==> config.mk <==
export PLATFORM = sky130hd
export DESIGN_NAME = mips_cpu_pc_unit
export DESIGN_NICKNAME = d
export VERILOG_FILES = /design/src/rtl/mips_cpu_pkg.sv /design/src/rtl/mips_cpu_pc_unit.sv
export SDC_FILE = /design/constraint.sdc
export NUM_CORES = 1
export LEC_CHECK = 0
export BUFFER_PORTS_ARGS = -buffer_cell sky130_fd_sc_hd__buf_2
export CAP_MARGIN = 25
export CORE_MARGIN = 4
export CORE_UTILIZATION = 55
export DETAILED_ROUTE_END_ITERATION = 8
export GPL_TIMING_DRIVEN = 0
export PLACE_DENSITY_LB_ADDON = 0.12
export RECOVER_POWER = 50
export SYNTH_ARGS = -nofsm -noshare
export SYNTH_HDL_FRONTEND = slang
export SYNTH_SLANG_ARGS = --single-unit
==> constraint.sdc <==
create_clock -name clk -period 4 [get_ports clk]
set_input_delay 0.6 -clock clk [delete_from_list [all_inputs] [get_ports clk]]
set_output_delay 0.6 -clock clk [all_outputs]
set_load 0.03 [all_outputs]
==> src/rtl/mips_cpu_pkg.sv <==
// Shared PC-unit types and constants for mips_cpu_harvard.
package mips_cpu_pkg;

  typedef enum logic [1:0] {
    RUN    = 2'd0,
    DELAY  = 2'd1,
    HALTED = 2'd2
  } pc_state_t;

  localparam logic [31:0] DEFAULT_RESET_VECTOR = 32'hBFC0_0000;
  localparam logic [31:0] DEFAULT_HALT_ADDR    = 32'h0000_0000;
  localparam logic [31:0] INSTR_BYTES          = 32'd4;

endpackage

==> src/rtl/mips_cpu_pc_unit.sv <==
// Program counter with one-slot branch delay sequencing and halt-on-fetch-of-HALT_ADDR.
// Optional MIPS_PC_ALIGN_CHECK_EN: misaligned redirect raises a sticky fault and halts.
module mips_cpu_pc_unit
  import mips_cpu_pkg::*;
#(
  parameter logic [31:0] RESET_VECTOR = DEFAULT_RESET_VECTOR,
  parameter logic [31:0] HALT_ADDR    = DEFAULT_HALT_ADDR
) (
  input  logic        clk,
  input  logic        reset,
  input  logic        clk_enable,
  input  logic        stall,
  input  logic        redirect_valid,
  input  logic [31:0] redirect_target,
  output logic [31:0] instr_address,
  output logic [31:0] pc_plus8,
  output logic        in_delay_slot,
  output logic        active,
  output logic        misalign_fault
);

  pc_state_t   r_state;
  pc_state_t   w_state_next;
  logic [31:0] r_pc;
  logic [31:0] w_pc_next;
  logic [31:0] r_target;
  logic [31:0] w_target_next;
  logic        r_active;
  logic        w_active_next;
  logic        w_advance;

`ifdef MIPS_PC_ALIGN_CHECK_EN
  logic        r_fault;
  logic        w_fault_next;
`endif

  assign w_advance = clk_enable & ~stall & (r_state != HALTED);

  always_comb begin
    w_state_next  = r_state;
    w_pc_next     = r_pc;
    w_target_next = r_target;
    w_active_next = r_active;
`ifdef MIPS_PC_ALIGN_CHECK_EN
    w_fault_next  = r_fault;
`endif
    if (w_advance) begin
      case (r_state)
        RUN: begin
          w_pc_next = r_pc + INSTR_BYTES;
          if (redirect_valid) begin
            w_target_next = redirect_target;
            w_state_next  = DELAY;
`ifdef MIPS_PC_ALIGN_CHECK_EN
            if (redirect_target[1:0] != 2'b00) begin
              w_fault_next = 1'b1;
            end
`endif
          end
        end
        DELAY: begin
          // Redirects seen while fetching the delay slot are dropped: first one wins.
`ifdef MIPS_PC_ALIGN_CHECK_EN
          if (r_fault) begin
            w_state_next  = HALTED;
            w_active_next = 1'b0;
          end else begin
            w_pc_next    = r_target;
            w_state_next = RUN;
          end
`else
          w_pc_next    = r_target;
          w_state_next = RUN;
`endif
        end
        default: ;
      endcase
      // Fetching HALT_ADDR stops the CPU on the same edge (JR r0, pc wrap).
      if (w_pc_next == HALT_ADDR) begin
        w_state_next  = HALTED;
        w_active_next = 1'b0;
      end
    end
  end

  always_ff @(posedge clk) begin
    if (reset) begin
      r_state  <= RUN;
      r_pc     <= RESET_VECTOR;
      r_target <= 32'h0;
      r_active <= 1'b1;
    end else begin
      r_state  <= w_state_next;
      r_pc     <= w_pc_next;
      r_target <= w_target_next;
      r_active <= w_active_next;
    end
  end

`ifdef MIPS_PC_ALIGN_CHECK_EN
  always_ff @(posedge clk) begin
    if (reset) begin
      r_fault <= 1'b0;
    end else begin
      r_fault <= w_fault_next;
    end
  end

  assign misalign_fault = r_fault;
`else
  assign misalign_fault = 1'b0;
`endif

  assign instr_address = r_pc;
  assign pc_plus8      = r_pc + (INSTR_BYTES << 1);
  assign in_delay_slot = (r_state == DELAY);
  assign active        = r_active;

endmodule

==> summary.md <==
| Metric | Value |
|---|---|
| Status | `complete, no violations` |
| Min Tclk post-route | `roughly 3.7 ns` |
| Routed wire per std cell | `21.4 microns` |
| Syn Area/Cell | `between 7 and 8 sq um` |
| Hold_ws | `roughly 0.46 ns` |
| Port Buffers | `around 100` |
| Worst Path Max Fanout | `10` |
| Commonest cells in the netlist | `nand2_1 (113), dfxtp_1 (67), a21oi_1 (62), nor2_1 (55), clkbuf_1 (36)` |
| Synth Area in Simple Gates | `0.331` |
| Post-synthesis register bit count | `between 60 and 70` |
| DIE AREA | `~9800 sq um` |
| RSZ-0062 raised after global routing | `false` |
| Synth warnings | `0` |
| Starting Density | `0.579` |
| Number of antenna-violating nets in the routed design | `0` |
| Critical Path Source Type | `register` |
| Vias per inst | `roughly 6.6` |
| ANT cells | `0` |
| Sequential-to-total area share from yosys stat | `0.293` |
| Arrival @ worst endpoint | `between 3 and 4 ns` |
| Total Neg Setup Slack | `0 ns` |
| Final net count | `roughly 780` |
| Power consumption | `1.60 mW` |
| Core area | `7890 sq um` |
| Clock Latency Late Sink | `approximately 0.36 ns` |
| Clock Path Buffers | `2` |
| Initial antenna violation count | `0` |
| Std-Cell Rows | `32` |
| Post-synthesis net count | `666` |
| First-pass GRT wire length | `between 20 and 30 mm` |
| Max IR drop VDD | `211 uV` |
| WL final | `between 15 and 20 mm` |
| 1st-iter DRT viols | `between 600 and 700` |
| Post-cts sizing count | `0` |
| Die W | `99.2 microns` |
| Synth Area in Adders | `0.00547` |
| Die Ht | `between 90 and 100 microns` |
| Pre-CTS setup slack | `0.735 ns` |
| Vias in the first global route | `approximately 5,200` |
| CTS hold repair buffers | `0` |
| Final setup fails | `0` |
| H-tree depth | `3` |
| Worst Clk Skew | `about 0.019 ns` |
| Fin. Hold Viols | `0` |
| CP delay by family, top | `simple AND/OR/NAND/NOR gates` |
| 1st-pass router iterations | `5` |
| Synth unique cells | `75` |
| EDFF count, synth | `0` |
| Slowest Stage Delay on Critical Path | `0.77 ns` |
| Top FF cell, synth | `dfxtp_1` |
| Largest area contributor in the netlist | `dfxtp_1` |
| GPL Wtd Cong | `slightly above 1` |
| Asr flop ratio synth | `0` |
| Post-Layout Cell Count | `around 850` |
| Worst Tran Pin Value | `roughly 0.84 ns` |
| Combinational family with the most area after synthesis | `simple AND/OR/NAND/NOR gates` |
| HP Class | `reg -> reg` |
| Share of the synthesized area in the top cell type | `0.293` |
| Layout area overhead | `17.4%` |
| CP max stage cell | `or4_2` |
| Placed cells | `a little over 800` |
| Reg2reg setup slack | `0.54 ns` |
| Cells after synthesis | `about 630` |
| CTS clk-pin slew, worst paths | `0.09 ns` |
| Count leader, synth | `nand2_1` |
| CP Buf/Inv Count | `2` |
| Max-cap violations | `0` |
| # IOs | `between 100 and 150` |
| Final-report max-slew violation count | `0` |
| Multiplexer share of the synthesized area | `0.0298` |
| Fillcell total | `roughly 710` |
| Fmax | `about 270 MHz` |
| Layout cells sized above 1 | `0.168` |
| CTS tree | `done` |
| Power per cell area | `approximately 300 nW/um^2` |
| TritonCTS Buffers | `9` |
| Top post-synthesis cells by area | `dfxtp_1 (29%), nand2_1 (9.3%), a21oi_1 (6.8%)` |
| Vias | `~5,600` |
| Largest net degree at the start of global routing | `13` |
| Crit. End Element | `primary output` |
| Worst path required time | `approximately 3.4 ns` |
| Postcts setup bufs | `0` |
| Remaining Overflow, GRT | `0` |
| Slew HR | `0.435` |
| Synth Cell Area | `between 4000 and 5000 sq um` |
| Total GRT Usage | `0.358` |
| CP Class | `reg -> out` |
| Clk sinks | `67` |
| Final cycle utilization of the critical path | `0.929` |
| P_leak | `between 1.5 and 2 nW` |
| Clock root buffer | `clkbuf_8` |
| Post-detail-place hpwl | `13.5 mm` |
| Crit path cell chain | `clkbuf_1, and2_1, nand2b_1, or4_2, nor3_1, xor2_1, buf_2` |
| PnR worst setup slack | `approximately 0.28 ns` |
| Post-route DRC | `0` |
| Synth Area in Compound Gates | `0.203` |
| Xor and xnor area share after synthesis | `0.0517` |
## kinds of logic (layout without fill, tap and decap cells)
kind of cell / count (synthesis) / in the layout
AND/OR/NAND/NOR: 300 / 300
AO/OA/AOI/OAI: 143 / 143
buffers and inverters: 74 / 191
flip-flops: 67 / 67
XOR/XNOR: 27 / 27
multiplexers: 13 / 13
adder cells (fa/ha/maj): 2 / 2
other: 1 / 1
## report_power, final
group / switching (mW) / total, mW / leakage (nW) / internal (mW)
combinational: 0.167 / 0.246 / 1.34 / 0.0789
clock: 0.299 / 0.648 / 0.0975 / 0.349
sequential: 0.0183 / 0.704 / 0.544 / 0.686
total: 0.485 / 1.60 / 1.99 / 1.11
## cells in the final DEF (no fill, tap or decap), types with 5 or more instances in the layout
cell | synthesis | final
xnor2_1 | 14 | 14
buf_2 | 11 | 71
mux2i_1 | 8 | 8
a211o_1 | 5 | 5
nand3b_1 | 5 | 5
nor3_1 | 23 | 23
o31ai_1 | 5 | 5
nor4_1 | 14 | 14
clkbuf_1 | 36 | 80
clkbuf_8 | 1 | 10
nand3_1 | 12 | 12
nor2b_1 | 5 | 5
a31oi_1 | 5 | 5
a22oi_1 | 8 | 8
and4_1 | 6 | 6
buf_6 | 7 | 6
nand2b_1 | 7 | 7
mux2_2 | 5 | 5
nand4_1 | 26 | 26
o21ai_0 | 14 | 14
and3_1 | 5 | 5
inv_1 | 7 | 7
buf_4 | 6 | 6
dfxtp_1 | 67 | 67
nand2_1 | 113 | 113
xor2_1 | 13 | 13
nor2_1 | 55 | 55
a21oi_1 | 62 | 62
a221oi_1 | 7 | 7
## worst min-delay path, delay by kind of cell (launching register included)
kind	cells	cell delay, ns
and+or+nand+nor	1	0.05
DFF	1	0.31
AOI/OAI and AO/OA	1	0.05
## cell type report
class                           count  area, sq um  area share
Buffer                             66          348      0.0648
Clock buffer                        9          124      0.0231
Clock inverter                      6         91.3      0.0170
Inverter                            8         30.0     0.00560
Multi-Input combinational cell    486         2840       0.530
Sequential cell                    67         1340       0.250
Tap cell                          102          128      0.0238
Timing Repair Buffer              102          460      0.0858
## stage by stage
stage               utilization  area, sq um
finish                    0.680         5360
global route              0.680         5360
CTS                       0.688         5420
detailed placement        0.660         5210
global placement          0.660         5210
floorplan                     -         4570
## metal layers
| metal | global-route usage | wire length, microns | up-vias |
|---|---|---|---|
| met2 | 0.533 | 7770 | 487 |
| li1 | - | - | 2464 |
| met4 | 0.158 | 763 | 0 |
| met1 | 0.503 | 6940 | 2579 |
| met5 | 0 | 0 | - |
| met3 | 0.0680 | 2660 | 84 |
## flip-flops by register name, summed over array words and instances, names as in the netlist
signal and count:
instr_address 32, active 1, r_state 2, r_target 32
## path summary, 6_finish.rpt
kind,to,cells after the start,start
setup / recovery,pc_plus8[26],7,instr_address[6]$_SDFFE_PP0P_
hold / removal,r_target[10]$_SDFFE_PP0P_,2,r_target[10]$_SDFFE_PP0P_
setup reg to reg,r_state[0]$_SDFFE_PP0P_,9,r_state[1]$_SDFFE_PP0P_
hold reg to reg,r_target[10]$_SDFFE_PP0P_,2,r_target[10]$_SDFFE_PP0P_
(Power assumes the default switching activity.)
